### config.mk
export PLATFORM = sky130hd
export DESIGN_NAME = arbiter_rr_n
export DESIGN_NICKNAME = d
export VERILOG_FILES = /design/src/rtl/arbiter_rr_n.sv
export SDC_FILE = /design/constraint.sdc
export NUM_CORES = 1
export LEC_CHECK = 0
export ABC_AREA = 1
export CORE_UTILIZATION = 44
export CTS_CLUSTER_SIZE = 28
export DETAILED_ROUTE_END_ITERATION = 6
export GPL_TIMING_DRIVEN = 1
export HOLD_SLACK_MARGIN = 0.05
export PLACE_DENSITY = 0.71
export SLEW_MARGIN = 15
export SYNTH_ARGS = -nofsm -noshare
export SYNTH_HDL_FRONTEND = slang
export SYNTH_SLANG_ARGS = --single-unit
### constraint.sdc
create_clock -name clk -period 2.9 [get_ports clk]
set_input_delay 0.58 -clock clk [delete_from_list [all_inputs] [get_ports clk]]
set_output_delay 0.58 -clock clk [all_outputs]
set_load 0.02 [all_outputs]
### src/rtl/arbiter_rr_n.sv
// N-way round-robin mutex arbiter with grant locking and zero-dead-cycle handover.
// Define ARB_HOLD_TIMEOUT_EN to compile in revocation of grants held for MAX_HOLD cycles.
module arbiter_rr_n #(
  parameter int NUM_REQ  = 4,
  parameter int MAX_HOLD = 16,
  parameter int ID_W     = $clog2(NUM_REQ)
) (
  input  logic               clk,
  input  logic               rst_n,
  input  logic [NUM_REQ-1:0] req,
  output logic [NUM_REQ-1:0] grant,
  output logic               grant_valid,
  output logic [ID_W-1:0]    grant_id,
  output logic               revoked
);

  typedef enum logic {IDLE = 1'b0, BUSY = 1'b1} state_t;

  state_t             r_state;
  logic [NUM_REQ-1:0] r_grant;
  logic               r_grant_valid;
  logic [ID_W-1:0]    r_grant_id;
  logic [ID_W-1:0]    r_ptr;

  logic [NUM_REQ-1:0] w_cand;
  logic               w_found;
  logic [ID_W-1:0]    w_win;
  logic [ID_W-1:0]    w_win_next;
  logic [NUM_REQ-1:0] w_win_oh;
  logic               w_release;
  logic               w_expire;
  logic               w_take;

`ifdef ARB_HOLD_TIMEOUT_EN
  localparam int CNT_W = $clog2(MAX_HOLD + 1);
  localparam logic [CNT_W-1:0] HOLD_LAST = CNT_W'(MAX_HOLD - 1);
  localparam logic [CNT_W-1:0] HOLD_SAT  = CNT_W'(MAX_HOLD);

  logic [CNT_W-1:0] r_hold_cnt;
  logic             r_revoked;
`endif

  // The current owner never competes for its own handover, so it drops to lowest priority.
  // NOTE: every always_comb output gets a default before any branch, otherwise a latch is inferred.
  always_comb begin
    w_cand  = req;
    w_found = 1'b0;
    w_win   = '0;
    if (r_state == BUSY) w_cand[r_grant_id] = 1'b0;
    // NOTE: blocking assignments here on purpose; w_found must update within the loop.
    for (int k = 0; k < NUM_REQ; k++) begin
      for (int i = 0; i < NUM_REQ; i++) begin
        if (!w_found && w_cand[i] && ((int'(r_ptr) + k) % NUM_REQ == i)) begin
          w_found = 1'b1;
          w_win   = ID_W'(i);
        end
      end
    end
  end

  assign w_win_next = (int'(w_win) == NUM_REQ - 1) ? '0 : w_win + 1'b1;
  assign w_win_oh   = NUM_REQ'(1) << w_win;
  assign w_release  = (r_state == BUSY) && !req[r_grant_id];

`ifdef ARB_HOLD_TIMEOUT_EN
  assign w_expire = (r_state == BUSY) && req[r_grant_id] && (r_hold_cnt >= HOLD_LAST);
`else
  assign w_expire = 1'b0;
`endif

  assign w_take = w_found && ((r_state == IDLE) || w_release || w_expire);

  // NOTE: sequential state uses non-blocking assignments only; reset is sampled on the clock edge.
  always_ff @(posedge clk) begin
    if (!rst_n) begin
      r_state       <= IDLE;
      r_grant       <= '0;
      r_grant_valid <= 1'b0;
      r_grant_id    <= '0;
      r_ptr         <= '0;
`ifdef ARB_HOLD_TIMEOUT_EN
      r_hold_cnt    <= '0;
      r_revoked     <= 1'b0;
`endif
    end else begin
`ifdef ARB_HOLD_TIMEOUT_EN
      r_revoked <= w_take && w_expire;
`endif
      if (w_take) begin
        r_state       <= BUSY;
        r_grant       <= w_win_oh;
        r_grant_valid <= 1'b1;
        r_grant_id    <= w_win;
        r_ptr         <= w_win_next;
`ifdef ARB_HOLD_TIMEOUT_EN
        r_hold_cnt    <= '0;
`endif
      end else if (w_release) begin
        r_state       <= IDLE;
        r_grant       <= '0;
        r_grant_valid <= 1'b0;
        r_grant_id    <= '0;
`ifdef ARB_HOLD_TIMEOUT_EN
        r_hold_cnt    <= '0;
`endif
      end
`ifdef ARB_HOLD_TIMEOUT_EN
      else if ((r_state == BUSY) && (r_hold_cnt != HOLD_SAT)) begin
        r_hold_cnt <= r_hold_cnt + 1'b1;
      end
`endif
    end
  end

  assign grant       = r_grant;
  assign grant_valid = r_grant_valid;
  assign grant_id    = r_grant_id;
`ifdef ARB_HOLD_TIMEOUT_EN
  assign revoked     = r_revoked;
`else
  assign revoked     = 1'b0;
`endif

endmodule

# --- Word-level counts from Yosys, hierarchy flattened ---
# Cells that the tools add are included.
word_totals:
  register_bits: 9
  latchBits: 0
  ramBits: 0
  mem_bits_ro: 0
  in_bits: 6
  output_inout_bits: 8
  n_memories: 0
classes:
  n_addsub: 4
  mul: 0
  n_div: 0
  order_cmp: 2
  eq_ne: 13
  shifts: 1
  muxes: 43
  bitwise: 6
  reduce_logical: 59
op_table:
  columns: ["op", "count"]
  rows:
  - ["zero test 32 bit", 4]
  - ["logical AND 1 bit", 34]
  - ["2-to-1 mux 2 bit", 17]
  - ["2-to-1 mux 1 bit", 21]
  - ["equality test 3 bit (second input constant)", 6]
  - ["zero test 1 bit", 16]
  - ["2-to-1 mux 4 bit", 3]
  - ["equality test 3 x 2 -> 1 bit (second input constant)", 3]
  - ["OR reduction 2 bit", 3]
  - ["adder 2 x 1 -> 2 bit (second input constant)", 2]
  - ["adder 2 bit (second input constant)", 2]
  - ["bitwise AND 4 bit", 1]
  - ["equality test 2 x 1 -> 1 bit (second input constant)", 2]
  - ["equality test 2 bit (second input constant)", 2]
  - ["inverter 4 bit", 1]
  - ["<< shifter 1 x 2 -> 4 bit (first input constant)", 1]
  - ["bitwise AND 1 bit (first input constant)", 3]
  - ["< comparator 2 x 3 -> 1 bit (second input constant)", 1]
  - ["binary-select mux 1 bit (select 2 bit)", 1]
  - ["demux 1 bit (select 2 bit)", 1]
  - ["greater-or-equal comparator 2 x 1 -> 1 bit (second input constant)", 1]
  - ["nonzero test 2 bit", 1]
  - ["logical OR 1 bit", 1]
  - ["inverter 1 bit", 1]

# --- Longest topological paths before layout ---
depth:
  depth_word: 71
  ltp_mapped: 17
  ltp_nobuf: 17

# --- Worst setup path before layout ---
# No wires, ideal clock.
synth_path:
  path_kind: "reg-to-reg"
  start: "register grant_valid (netlist name)"
  end: "register r_ptr[1]"
  arrival_ns: 2.106
  required_ns: 2.784
  setup_slack_ns: 0.679
  stages_incl_launch_ff: 16
  n_path_buf: 0
  cell_sequence: "dfxtp_1 nand3_1 nand3_1 nand2_2 nor2_4 nand4_2 nor2_2 nand4_2 nor3_4 nand2_1 nand2_1 inv_1 nand2_2 ha_1 o21ai_0 nor2_1"
synth_lines:
  columns: ["item", "line", "source"]
  rows:
  - ["end signal: assignment", "94", "r_ptr <= w_win_next;"]
  - ["end: declaration", "23", "logic [ID_W-1:0] r_ptr;"]

# --- Worst setup path in the final report ---
layout_path:
  start: "input port req[0]"
  end: "register r_ptr[1]"
layout_between:
  elab_chain_cells: 66
  word_cells_on_any_way: 88
  cone_classes: "add/sub (1); eq/ne (1); mux (35); bitwise (1); reduce/logical (50)"
layout_lines:
  columns: ["item", "line", "source"]
  rows:
  - ["start: declaration", "10", "input logic [NUM_REQ-1:0] req,"]
  - ["bitwise AND 4 bit (no line)", null, null]
  - ["2-to-1 mux 4 bit *", "49", "if (r_state == BUSY) w_cand[r_grant_id] = 1'b0;"]
  - ["logical AND 1 bit", "53", "if (!w_found && w_cand[i] && ((int'(r_ptr) + k) % NUM_REQ == i)) begin"]
  - ["2-to-1 mux 1 bit", "53", null]
  - ["zero test 1 bit", "53", null]
  - ["logical AND 1 bit (2 in series)", "53", null]
  - ["2-to-1 mux 1 bit", "53", null]
  - ["zero test 1 bit", "53", null]
  - ["[... 48 more ...]", null, null]
  - ["logical AND 1 bit (2 in series)", "53", null]
  - ["2-to-1 mux 1 bit", "53", null]
  - ["zero test 1 bit", "53", null]
  - ["logical AND 1 bit (2 in series)", "53", null]
  - ["2-to-1 mux 2 bit *", "53", null]
  - ["adder 2 x 1 -> 2 bit / equality test 2 x 1 -> 1 bit (equally long branches)", "61", "assign w_win_next = (int'(w_win) == NUM_REQ - 1) ? '0 : w_win + 1'b1;"]
  - ["2-to-1 mux 2 bit *", "61", null]
  - ["via w_win_next[1]", "28", "logic [ID_W-1:0] w_win_next;"]
# Mark *: on every way through the listed nets, which the timed path passes. The rest lies on a longest branch. The select of a mux whose other input is x is not followed.
# A chain may end at the register's enable or synchronous reset.

==> results.yml <==
outcome:
  status: "finished, violations left"
  violations: "DRC"
yosys:
  ys_warn_count: 0
  synthCells: 126
  synth_cell_type_count: 19
  synth_fp_nets: 136
  ys_ff_latch: 9
  avgSynthCellArea_um2: 6.12
  synthesis.area_um2: 771
  yosysSeqAreaShare_pct: 23.4
routing:
  drc: 1
  postRouteWirelength_um: 1820
  via_count: 848
  post_drt_wl_per_cell_um: 11.5
  first_iter_violations: 20
  dr.pass1.iters: 7
  vias_per_cell: 5.37
  ant_nets: 0
floorplanning:
  rows: 14
  die-height_um: 43.9
  start_util_pct: 48.9
  dieArea_mm2: 0.00192
  die_x_um: 43.9
  coreArea_mm2: 0.00158
  pin_count: 14
power:
  intPower_w: 0.000440
  pwr-share-seq_pct: 22.6
  powerDensity_mw_per_mm2: 957
  switching_share_pct: 50.9
  vdd_drop_max_mv: 0.629
  leakagePower_nw: 0.435
  combPwrFrac_pct: 66.8
  pwr-share-clk_pct: 10.7
  p_switching_w: 0.000456
timing:
  fin_worst_skew_ns: 0.00875
  maxSlewViolCount: 0
  min_period_over_period_pct: 91.1
  fin_tns_setup_ns: 0
  fin_crit_ns: 2.64
  fmax_mhz: 378
  finalHoldViolations: 0
  rsz0062_at_grt: "no"
  setup-violations-final: 0
worst_setup_path:
  reg2reg_from: "grant_id[0]$_SDFFE_PN0P_"
  r2r.worst_path.cells: 14
  worstPathRequired_ns: 3.05
  cp-start-kind: "input port"
  critPathMaxFanout: 4
  cp-startpoint: "req[0]"
  crit_top_cell: "nand2_1"
  critPathSlowestCell: "clkdlybuf4s50_1"
  worst-setup-path-type: "in2reg"
  cp.arrival_ns: 2.79
  crit_path_end_kind: "flip-flop"
  cpPeakStageDelay_ns: 0.45
  timing.critical_path.cells: "clkdlybuf4s50_1 > nand2_1 > inv_1 > nand2_1 > nand4_2 > nor2_2 > nand4_2 > nor3_4 > o211ai_1 > nand2_1 > ha_1 > o21ai_0 > nor2_1"
worst_hold_path:
  hold_depth: 2
  hp-start: "grant[3]$_SDFFE_PN0P_"
  min_path_type: "reg2reg"
global_route:
  grt_max_degree: 9
  grt.overflow.total: 0
  grt_pass1_wl_um: 3130
  grt_antenna_before_repair: 0
  grtUsageTotal_pct: 21.4
  grt_pass1_vias: 805
cts:
  cts_tree: "built"
  postCtsHoldBufs: 0
  clk_path_buf_depth: 2
  cts_made_buffers: 3
  clk_latency_ns: 0.26
  clk_pin_slew_ns: 0.05
  cts_num_sinks: 9
  h-tree-depth: 1
  cts_setup_buffers: 0
  cts_resized: 0
  clockRootBuffer: "clkbuf_4"
layout:
  fin_cells: 158
  fin_nets: 153
  syn_to_final_growth_pct: 21.6
  mostFrequentLayoutCells: "21 x inv_1, 21 x nand2_1, 19 x nor2_1, 17 x nand3_1, 12 x clkdlybuf4s50_1"
  layout-drive-gt1-share_pct: 10.6
  diodes: 0
placement:
  io_buffers: 12
  routabilityCongestion: 0.828
  dp_hpwl_um: 1430
  placed_cells: 154
run:
  max_cap_viol_count: 0
[metrics by stage]
| step | area (µm²) | worst slack [ns] | util, % | hold slack, ns | total power [W] |
|---|---|---|---|---|---|
| global route | 937 | 0.0642 | 59.4 | 0.503 | 0.000994 |
| global placement | 911 | 0.0582 | 57.8 | 0.471 | 0.000785 |
| CTS | 937 | 0.281 | 59.4 | 0.492 | 0.000901 |
| finish | 937 | 0.257 | 59.4 | 0.482 | 0.000896 |
| detailed placement | 911 | 0.0150 | 57.8 | 0.478 | 0.000800 |
| floorplan | 771 | 0.679 | - | 0.503 | 0.000642 |
[state kept, by name, indices dropped and copies added (netlist names)]
signal / cells
grant_id: 2
grant_valid: 1
r_ptr: 2
grant: 4
[cells by family (layout without fill, tap and decap cells)]
group / after synthesis / count (layout) / synth area share, %
AO/OA/AOI/OAI: 15 / 15 / 10.2
adder cells (fa/ha/maj): 4 / 4 / 6.49
other: 1 / 1 / 0.487
AND/OR/NAND/NOR: 75 / 75 / 48.2
flip-flops: 9 / 9 / 23.4
buffers and inverters: 22 / 38 / 11.2
[cells in the mapped netlist (all sizes together)]
cell | count | area share (%)
nand2 | 26 | 14
nor2 | 22 | 12
inv | 21 | 10
nand3 | 17 | 11
dfxtp | 9 | 23
a21oi | 8 | 5.2
nand4 | 6 | 6.5
o21ai | 5 | 3.2
ha | 4 | 6.5
nor3 | 4 | 4.1
a31oi | 1 | 0.81
buf | 1 | 0.97
conb | 1 | 0.49
o211ai | 1 | 0.97
[final timing paths]
kind | to | slack (ns)
max | r_ptr[1]$_SDFFE_PN0P_ | 0.26
min | grant[3]$_SDFFE_PN0P_ | 0.48
max reg2reg | r_ptr[1]$_SDFFE_PN0P_ | 0.41
min reg2reg | grant[3]$_SDFFE_PN0P_ | 0.48
[power by group through the flow]
stage | Sequential [W] | Combinational (W) | Clock, W
floorplan | 0.000231 | 0.000410 | 0
global placement | 0.000202 | 0.000582 | 0
detailed placement | 0.000204 | 0.000596 | 0
CTS | 0.000202 | 0.000599 | 0.000100
global route | 0.000210 | 0.000680 | 0.000103
finish | 0.000202 | 0.000598 | 0.0000959
[worst max-delay path: cells and delay by family]
kind / cells / cell delay, ns
fa+ha+maj: 1 / 0.26
simple gates: 8 / 1.11
compound gates: 2 / 0.29
buf+inv: 2 / 0.56
[area by class of cell]
type	instances	area (µm²)
inverter	21	78.8
tap	16	20.0
sequential	9	180
clock buffer	4	26.3
multi-input combinational	95	504
fill	179	639
timing repair buffer	13	128
[routing by layer]
| layer | up-vias | share of wire [%] | track usage, % |
|---|---|---|---|
| li1 | 438 | - | - |
| met1 | 381 | 45 | 25.1 |
| met2 | 29 | 49 | 39.4 |
| met3 | 0 | 6.0 | 5.42 |
| met4 | 0 | 0 | 3.64 |
| met5 | - | 0 | 0 |
Note: power is estimated with default switching activity, not from simulation.
